--- config.mk ---
export PLATFORM = sky130hd
export DESIGN_NAME = core_wb_bridge_flat
export DESIGN_NICKNAME = d
export VERILOG_FILES = /design/src/rtl/rvsoc_mem_pkg.sv /design/src/rtl/core_wb_bridge_if.sv /design/src/rtl/load_align_unit.sv /design/src/rtl/core_wb_bridge.sv /design/src/flat_wrapper.sv
export SDC_FILE = /design/constraint.sdc
export NUM_CORES = 1
export LEC_CHECK = 0
export CAP_MARGIN = 20
export CORE_MARGIN = 2
export CORE_UTILIZATION = 30
export CTS_BUF_LIST = sky130_fd_sc_hd__clkbuf_2 sky130_fd_sc_hd__clkbuf_4 sky130_fd_sc_hd__clkbuf_8
export CTS_CLUSTER_SIZE = 20
export DETAILED_ROUTE_END_ITERATION = 10
export PLACE_DENSITY = 0.68
export SLEW_MARGIN = 20
export SYNTH_ARGS = -nofsm -noshare
export SYNTH_HDL_FRONTEND = slang
export SYNTH_SLANG_ARGS = --single-unit
--- constraint.sdc ---
create_clock -name clk -period 3.7 [get_ports clk]
set_clock_uncertainty 0.15 [all_clocks]
set_input_delay 0.74 -clock clk [delete_from_list [all_inputs] [get_ports clk]]
set_output_delay 0.74 -clock clk [all_outputs]
set_load 0.01 [all_outputs]
--- src/rtl/rvsoc_mem_pkg.sv ---
// Shared definitions for the core data-memory path: funct3 load/store encodings,
// bridge FSM states and the lane/select helpers used when launching a bus cycle.
package rvsoc_mem_pkg;

    localparam int unsigned XLEN  = 32;
    localparam int unsigned SEL_W = 4;
    localparam int unsigned TMO_W = 16;

    typedef enum logic [2:0] {
        MEM_B  = 3'b000,
        MEM_H  = 3'b001,
        MEM_W  = 3'b010,
        MEM_BU = 3'b100,
        MEM_HU = 3'b101
    } mem_op_e;

    typedef enum logic [1:0] {
        ST_IDLE = 2'd0,
        ST_BUS  = 2'd1,
        ST_DONE = 2'd2
    } bridge_state_e;

    // Unsigned variants only exist for loads; stores accept B/H/W only.
    function automatic logic op_illegal(input logic is_store, input logic [2:0] op);
        logic bad;
        case (op)
            MEM_B, MEM_H, MEM_W: bad = 1'b0;
            MEM_BU, MEM_HU:      bad = is_store;
            default:             bad = 1'b1;
        endcase
        return bad;
    endfunction

    function automatic logic op_misaligned(input logic [1:0] size, input logic [1:0] lane);
        logic bad;
        case (size)
            2'b01:   bad = lane[0];
            2'b10:   bad = (lane != 2'b00);
            default: bad = 1'b0;
        endcase
        return bad;
    endfunction

    function automatic logic [SEL_W-1:0] lane_sel(input logic [1:0] size, input logic [1:0] lane);
        logic [SEL_W-1:0] sel;
        case (size)
            2'b00:   sel = 4'b0001 << lane;
            2'b01:   sel = lane[1] ? 4'b1100 : 4'b0011;
            default: sel = 4'b1111;
        endcase
        return sel;
    endfunction

    // Replicating the store data across lanes lets the slave pick any lane via sel.
    function automatic logic [XLEN-1:0] lane_wdata(input logic [1:0] size, input logic [XLEN-1:0] wdata);
        logic [XLEN-1:0] dat;
        case (size)
            2'b00:   dat = {4{wdata[7:0]}};
            2'b01:   dat = {2{wdata[15:0]}};
            default: dat = wdata;
        endcase
        return dat;
    endfunction

endpackage

--- src/rtl/core_wb_bridge_if.sv ---
// Wishbone B4 classic single-master bundle between the core bridge and the SoC
// interconnect. Names keep the master-side _o/_i view of the bus.
interface core_wb_bridge_if #(
    parameter int unsigned ADDR_W = 32
);
    logic [ADDR_W-1:0] wb_adr_o;
    logic [31:0]       wb_dat_o;
    logic [31:0]       wb_dat_i;
    logic              wb_we_o;
    logic [3:0]        wb_sel_o;
    logic              wb_cyc_o;
    logic              wb_stb_o;
    logic              wb_ack_i;
    logic              wb_err_i;

    modport master (
        output wb_adr_o, wb_dat_o, wb_we_o, wb_sel_o, wb_cyc_o, wb_stb_o,
        input  wb_dat_i, wb_ack_i, wb_err_i
    );

    modport slave (
        input  wb_adr_o, wb_dat_o, wb_we_o, wb_sel_o, wb_cyc_o, wb_stb_o,
        output wb_dat_i, wb_ack_i, wb_err_i
    );
endinterface

--- src/rtl/load_align_unit.sv ---
// Extracts the addressed byte/half from a 32-bit read word and sign- or
// zero-extends it according to the load funct3. Purely combinational.
module load_align_unit
    import rvsoc_mem_pkg::*;
(
    input  logic [XLEN-1:0] raw,
    input  logic [2:0]      op,
    input  logic [1:0]      lane,
    output logic [XLEN-1:0] data
);

    logic [7:0]  byte_s;
    logic [15:0] half_s;

    // Lane extraction for byte and halfword accesses.
    always_comb begin
        byte_s = 8'h00;
        case (lane)
            2'd0:    byte_s = raw[7:0];
            2'd1:    byte_s = raw[15:8];
            2'd2:    byte_s = raw[23:16];
            2'd3:    byte_s = raw[31:24];
            default: byte_s = 8'h00;
        endcase
        if (lane[1]) begin
            half_s = raw[31:16];
        end else begin
            half_s = raw[15:0];
        end
    end

    // Sign/zero extension selected by funct3.
    always_comb begin
        data = 32'h0000_0000;
        case (op)
            MEM_B:   data = {{24{byte_s[7]}}, byte_s};
            MEM_BU:  data = {24'h00_0000, byte_s};
            MEM_H:   data = {{16{half_s[15]}}, half_s};
            MEM_HU:  data = {16'h0000, half_s};
            MEM_W:   data = raw;
            default: data = 32'h0000_0000;
        endcase
    end

endmodule

--- src/rtl/core_wb_bridge.sv ---
// MEM-stage responder: turns one core load/store into one Wishbone classic
// single-beat cycle, stalls the pipeline meanwhile and returns aligned load data.
module core_wb_bridge
    import rvsoc_mem_pkg::*;
#(
    parameter int unsigned TIMEOUT_CYCLES = 255,
    parameter int unsigned ADDR_W         = 32
) (
    input  logic              clk,
    input  logic              reset_n,
    input  logic [ADDR_W-1:0] mem_addr_mem,
    input  logic [31:0]       mem_wdata_mem,
    input  logic              mem_write_mem,
    input  logic              mem_read_mem,
    input  logic [2:0]        mem_op_mem,
    output logic [31:0]       mem_rdata_mem,
    output logic              stall_pipl,
    core_wb_bridge_if.master  wb,
    output logic              bus_err_o,
    output logic              align_err_o
);

    localparam logic [TMO_W-1:0] TMO_LAST = TMO_W'(TIMEOUT_CYCLES - 32'd1);

    bridge_state_e     state_r;
    bridge_state_e     state_nxt_s;

    logic              req_s;
    logic              reject_s;
    logic              fault_s;
    logic              tmo_hit_s;

    logic [ADDR_W-1:0] addr_r;
    logic [31:0]       wdata_r;
    logic [SEL_W-1:0]  sel_r;
    logic              we_r;
    logic [2:0]        op_r;
    logic [TMO_W-1:0]  tmo_cnt_r;

    logic [31:0]       rdata_r;
    logic              bus_err_r;
    logic              align_err_r;
    logic [31:0]       align_data_s;

    // Write wins when the core raises both strobes, so the store check drives legality.
    assign req_s     = mem_read_mem | mem_write_mem;
    assign reject_s  = op_illegal(mem_write_mem, mem_op_mem)
                     | op_misaligned(mem_op_mem[1:0], mem_addr_mem[1:0]);
    assign tmo_hit_s = (tmo_cnt_r == TMO_LAST);
    assign fault_s   = wb.wb_err_i | tmo_hit_s;

    load_align_unit u_align (
        .raw  (wb.wb_dat_i),
        .op   (op_r),
        .lane (addr_r[1:0]),
        .data (align_data_s)
    );

    // FSM state register.
    always_ff @(posedge clk or negedge reset_n) begin
        if (!reset_n) begin
            state_r <= ST_IDLE;
        end else begin
            state_r <= state_nxt_s;
        end
    end

    // FSM next-state logic; DONE never relaunches the request still visible on the port.
    always_comb begin
        state_nxt_s = state_r;
        case (state_r)
            ST_IDLE: begin
                if (req_s) begin
                    state_nxt_s = reject_s ? ST_DONE : ST_BUS;
                end else begin
                    state_nxt_s = ST_IDLE;
                end
            end
            ST_BUS: begin
                if (fault_s || wb.wb_ack_i) begin
                    state_nxt_s = ST_DONE;
                end else begin
                    state_nxt_s = ST_BUS;
                end
            end
            ST_DONE: state_nxt_s = ST_IDLE;
            default: state_nxt_s = ST_IDLE;
        endcase
    end

    // FSM outputs: bus fields are only presented while a cycle is open.
    always_comb begin
        stall_pipl  = 1'b0;
        wb.wb_cyc_o = 1'b0;
        wb.wb_stb_o = 1'b0;
        wb.wb_adr_o = '0;
        wb.wb_dat_o = 32'h0000_0000;
        wb.wb_we_o  = 1'b0;
        wb.wb_sel_o = 4'b0000;
        case (state_r)
            ST_IDLE: stall_pipl = req_s;
            ST_BUS: begin
                stall_pipl  = 1'b1;
                wb.wb_cyc_o = 1'b1;
                wb.wb_stb_o = 1'b1;
                wb.wb_adr_o = {addr_r[ADDR_W-1:2], 2'b00};
                wb.wb_dat_o = wdata_r;
                wb.wb_we_o  = we_r;
                wb.wb_sel_o = sel_r;
            end
            ST_DONE: stall_pipl = 1'b0;
            default: stall_pipl = 1'b0;
        endcase
    end

    // Request capture on the IDLE->BUS edge.
    always_ff @(posedge clk or negedge reset_n) begin
        if (!reset_n) begin
            addr_r  <= '0;
            wdata_r <= 32'h0000_0000;
            sel_r   <= 4'b0000;
            we_r    <= 1'b0;
            op_r    <= 3'b000;
        end else if (state_r == ST_IDLE && req_s && !reject_s) begin
            addr_r  <= mem_addr_mem;
            wdata_r <= lane_wdata(mem_op_mem[1:0], mem_wdata_mem);
            sel_r   <= lane_sel(mem_op_mem[1:0], mem_addr_mem[1:0]);
            we_r    <= mem_write_mem;
            op_r    <= mem_op_mem;
        end
    end

    // Cycles spent in BUS; cleared whenever the cycle closes.
    always_ff @(posedge clk or negedge reset_n) begin
        if (!reset_n) begin
            tmo_cnt_r <= '0;
        end else if (state_r == ST_BUS && state_nxt_s == ST_BUS) begin
            tmo_cnt_r <= tmo_cnt_r + 16'd1;
        end else begin
            tmo_cnt_r <= '0;
        end
    end

    // Load data and error pulses, all valid during the single DONE cycle.
    always_ff @(posedge clk or negedge reset_n) begin
        if (!reset_n) begin
            rdata_r     <= 32'h0000_0000;
            bus_err_r   <= 1'b0;
            align_err_r <= 1'b0;
        end else begin
            bus_err_r   <= 1'b0;
            align_err_r <= 1'b0;
            case (state_r)
                ST_IDLE: begin
                    if (req_s && reject_s) begin
                        align_err_r <= 1'b1;
                        if (!mem_write_mem) begin
                            rdata_r <= 32'h0000_0000;
                        end
                    end
                end
                ST_BUS: begin
                    if (fault_s) begin
                        bus_err_r <= 1'b1;
                        if (!we_r) begin
                            rdata_r <= 32'h0000_0000;
                        end
                    end else if (wb.wb_ack_i && !we_r) begin
                        rdata_r <= align_data_s;
                    end
                end
                default: ;
            endcase
        end
    end

    assign mem_rdata_mem = rdata_r;
    assign bus_err_o     = bus_err_r;
    assign align_err_o   = align_err_r;

endmodule

--- src/flat_wrapper.sv ---
// flat-port wrapper written by rule: the top's interface ports become plain ports
module core_wb_bridge_flat import rvsoc_mem_pkg::*;
#(
    parameter int unsigned TIMEOUT_CYCLES = 255,
    parameter int unsigned ADDR_W         = 32
)
  (clk, reset_n, mem_addr_mem, mem_wdata_mem, mem_write_mem, mem_read_mem, mem_op_mem, mem_rdata_mem, stall_pipl, bus_err_o, align_err_o, wb_wb_adr_o, wb_wb_dat_o, wb_wb_we_o, wb_wb_sel_o, wb_wb_cyc_o, wb_wb_stb_o, wb_wb_dat_i, wb_wb_ack_i, wb_wb_err_i);
  core_wb_bridge_if #(.ADDR_W(ADDR_W)) wb_i ();
  input  logic clk;
  input  logic reset_n;
  input  logic [ADDR_W-1:0] mem_addr_mem;
  input  logic [31:0] mem_wdata_mem;
  input  logic mem_write_mem;
  input  logic mem_read_mem;
  input  logic [2:0] mem_op_mem;
  output logic [31:0] mem_rdata_mem;
  output logic stall_pipl;
  output logic bus_err_o;
  output logic align_err_o;
  output wire logic [$bits(wb_i.wb_adr_o)-1:0] wb_wb_adr_o;
  output wire logic [$bits(wb_i.wb_dat_o)-1:0] wb_wb_dat_o;
  output wire logic [$bits(wb_i.wb_we_o)-1:0] wb_wb_we_o;
  output wire logic [$bits(wb_i.wb_sel_o)-1:0] wb_wb_sel_o;
  output wire logic [$bits(wb_i.wb_cyc_o)-1:0] wb_wb_cyc_o;
  output wire logic [$bits(wb_i.wb_stb_o)-1:0] wb_wb_stb_o;
  input wire logic [$bits(wb_i.wb_dat_i)-1:0] wb_wb_dat_i;
  input wire logic [$bits(wb_i.wb_ack_i)-1:0] wb_wb_ack_i;
  input wire logic [$bits(wb_i.wb_err_i)-1:0] wb_wb_err_i;
  assign wb_wb_adr_o = wb_i.wb_adr_o;
  assign wb_wb_dat_o = wb_i.wb_dat_o;
  assign wb_wb_we_o = wb_i.wb_we_o;
  assign wb_wb_sel_o = wb_i.wb_sel_o;
  assign wb_wb_cyc_o = wb_i.wb_cyc_o;
  assign wb_wb_stb_o = wb_i.wb_stb_o;
  assign wb_i.wb_dat_i = wb_wb_dat_i;
  assign wb_i.wb_ack_i = wb_wb_ack_i;
  assign wb_i.wb_err_i = wb_wb_err_i;
  core_wb_bridge #(.TIMEOUT_CYCLES(TIMEOUT_CYCLES), .ADDR_W(ADDR_W)) u_core (.clk(clk), .reset_n(reset_n), .mem_addr_mem(mem_addr_mem), .mem_wdata_mem(mem_wdata_mem), .mem_write_mem(mem_write_mem), .mem_read_mem(mem_read_mem), .mem_op_mem(mem_op_mem), .mem_rdata_mem(mem_rdata_mem), .stall_pipl(stall_pipl), .wb(wb_i), .bus_err_o(bus_err_o), .align_err_o(align_err_o));
endmodule
==> results by group <==
Status
  • Status: complete, no violations

Worst setup path
  • Crit start category: flop
  • Critical-path cell list: nand2b_1, clkinvlp_4, buf_12, and2_1, clkdlybuf4s50_1
  • Crit path max fanout: 56
  • Worst Path Buf+Inv: 3
  • Top delay family on crit path: buffers and inverters
  • Worst setup EP type: primary output
  • CP peak stage delay: 0.51 ns
  • CP Class: flop to primary output
  • Worst Path Arrival: 2.50 ns
  • Worst path slowest cell: clkdlybuf4s50_1
  • Req. time, crit path: around 2.8 ns

Routing
  • Via Count: about 5.4k
  • Drc violations: 0
  • Final wirelength: ~19000 um
  • Post-DRT Antenna Nets: 0
  • Number of vias per cell: between 4 and 5
  • Wire per inst: around 17 um
  • Initial DRT Pass Iterations: 4
  • 1st-iter DRT viols: 248

Global route
  • All-Layer GR Usage: roughly 16%
  • Initial antenna violation count: 2
  • Global-route wire length before repair: 29970 um
  • Largest net degree at the start of global routing: 74
  • Vias in the first global route: 5465
  • Grt total ovfl: 0

Timing
  • Relative slew slack: between 30% and 40%
  • Period utilisation layout: just over 90%
  • Final TNS setup: 0 ns
  • Final hold vios: 0
  • RSZ-0062 raised after global routing: false
  • Slew @ Worst Pin: 0.9012 ns
  • Fmax: 0.2952 GHz
  • Final setup vio count: 0
  • Slew Viols, Final: 0
  • Final Critical Period: 3.387 ns

Synthesis
  • Top-area cell type share of the netlist area: a little under half
  • Synth Area in Adders: less than 1%
  • Mux share of post-synthesis cell area: between 10% and 20%
  • Synth warn: 0
  • Top_reg_cell synth: dfrtp_1
  • Count of different cell masters after synthesis: 48
  • Synth area leader: dfrtp_1
  • Main combinational cell family by area after synthesis: multiplexers
  • Gate count of the mapped netlist: approximately 620
  • Mean Syn Cell Area: 10.66 um^2
  • Synth top area cells: dfrtp_1 47%, mux2_2 8.9%, mux2_4 6.4%
  • Post-synthesis simple-gate area fraction: approximately 17%
  • Sequential share of the synthesized area: 47.35%
  • Yosys reg bits: around 120
  • EDFF count, synth: 0
  • Async SR Flop Fraction: 100.0%
  • Post-synthesis compound-gate area fraction: between 10 and 15%
  • Xor/xnor cell area share of the yosys netlist: under 10%
  • Mapped Area: around 6600 um^2

Clocking
  • Clock Latency Late Sink: 0.43 ns
  • CTS tree: built
  • Clk buf depth: 2
  • Worst-path clk slew: 0.08 ns
  • Cts hold-fix bufs: 0
  • Num CTS Buffers: 17
  • Root Driver: clkbuf_8
  • # clock sinks: 124
  • CTS H-tree depth: 4

Power
  • Comb power frac: a little over a third
  • Net Sw Frac: 32.70%
  • Switch Pwr: about 1.6 mW
  • PwrDens: 538.5 nW/um^2
  • Clk pwr share: between 20% and 30%
  • VDD IR-drop max: ~250 uV
  • Pint: roughly 3.4 mW
  • Sequential Power Share: 40.6%
  • Leak Pwr: slightly below 4 nW

Place
  • Final HPWL DP: 13340 um
  • # port buffers: about 210
  • Placed Instances: 1073
  • Final GP Congestion: 0.7981

Finish
  • Final cell count without fillers: approximately 1.1k
  • Filler cells: roughly 2.1k
  • Commonest non-fill, non-tap cell in the layout: clkdlybuf4s50_1
  • Most frequent cells in the layout: 207 x clkdlybuf4s50_1, 124 x dfrtp_1, 67 x and2_1, 57 x nor2_1, 52 x mux2_2
  • Nets@finish: around 920
  • Area Overhead vs Synth: 42.92%
  • Layout cells sized above 1: between 10% and 20%
  • # diodes: 0

Floorplanning
  • I/O pin cnt: roughly 210
  • Die Wd: ~150 um
  • Initial core utilization: approximately 30%
  • Site row count: 54
  • Die H: between 150 and 200 um
  • Core area: roughly 22000 um^2
  • Die Area: ~23000 um^2

Hold path
  • Worst min-delay path class: primary input to asynchronous set/reset pin

Job
  • Max cap viols: 0
-- flip-flops by register name (all words and copies together) (netlist names) --
signal and count:
u_core.addr_r 32, u_core.mem_rdata_mem 32, u_core.wdata_r 32, u_core.tmo_cnt_r 16, u_core.sel_r 4, u_core.op_r 3, u_core.state_r 2, u_core.align_err_o 1
u_core.bus_err_o 1, u_core.we_r 1
-- per-stage QoR --
step	setup WS, ns	hold slack (ns)	total power [mW]	cell area [um^2]	util, %
2_1_floorplan	0.8590	0.2944	3.133	6558	-
3_3_place_gp	0.2688	0.3305	3.792	8951	41.40
3_5_place_dp	0.2047	0.3366	3.843	8951	41.40
4_1_cts	0.1513	0.3355	5.106	9359	43.29
5_1_grt	0.1112	0.2148	5.376	9366	43.32
6_report	0.3127	0.1809	5.044	9366	43.32
-- layer usage --
metal  global-route usage, %  up-vias  share of wire [%]
met5                       0        -               0.18
met3                   4.820       31                6.2
met1                   20.85     2598                 44
met2                   25.85      172                 47
met4                   6.631        4                2.1
li1                        -     2568                  -
-- power by group through the flow --
stage               clock network [mW]  registers (mW)  logic, mW
CTS                               1.28            2.05       1.77
global route                      1.34            2.12       1.92
detailed placement                   0            2.08       1.77
finish                            1.24            2.05       1.76
floorplan                            0            1.97       1.17
global placement                     0            2.05       1.74
-- cells by family (layout without fill, tap and decap cells) --
group                      Yosys count  count (layout)
buffers and inverters               52             261
and+or+nand+nor                    211             211
other                                1               2
adders and majority gates            5               5
muxes                               97              97
AOI/OAI and AO/OA                  114             114
DFF                                124             124
xor gates and xnor gates            11              11
-- final cells by class --
class / instances / area, um^2 / share of cell area [%]
timing repair buffer: 222 / 2276 / 24.30
clock buffer: 17 / 234.0 / 2.498
clock inverter: 15 / 173.9 / 1.857
tap: 280 / 350.3 / 3.740
multi-input combinational: 440 / 3199 / 34.16
inverter: 7 / 30.03 / 0.3206
sequential: 124 / 3103 / 33.13
-- synthesized netlist by cell type (2+ instances only) --
library cell,instances
nor2_1,57
a21oi_1,46
mux2_4,28
clkbuf_1,19
inv_1,7
o221ai_1,7
xnor2_1,5
buf_6,6
xor2_1,6
o21bai_1,2
mux2_2,52
and2_1,67
nor4_1,2
buf_1,3
mux2i_1,16
nor3_1,6
nand4_1,4
nor2b_1,5
nand2_1,40
and4_1,2
a22oi_1,23
o2bb2ai_1,2
dfrtp_1,124
ha_1,5
o32a_1,7
buf_4,3
o21ai_0,8
buf_2,14
a31oi_1,12
nand2b_1,10
nand3_1,6
or3_1,5
-- what timing repair did --
action / 4_1_cts / 5_1_grt
gates resized for setup: 0 / 1
setup endpoints to repair: 0 / 1
buffers inserted: 0 / 0
-- worst paths after layout --
| kind | startpoint | to | slack (ns) | depth (start not counted) |
|---|---|---|---|---|
| min | reset_n | u_core.mem_rdata_mem[29] | 0.18 | 1 |
| max in group asynchronous | reset_n | u_core.mem_rdata_mem[0] | 2.51 | 2 |
| min in group clk | u_core.addr_r[13] | u_core.addr_r[13] | 0.35 | 1 |
| max reg2reg | u_core.state_r[1] | u_core.mem_rdata_mem[31] | 0.94 | 7 |
| min reg2reg | u_core.addr_r[13] | u_core.addr_r[13] | 0.35 | 1 |
| max | u_core.state_r[1] | wb_wb_we_o | 0.31 | 5 |
No activity file was read; power rests on OpenSTA's default activity.
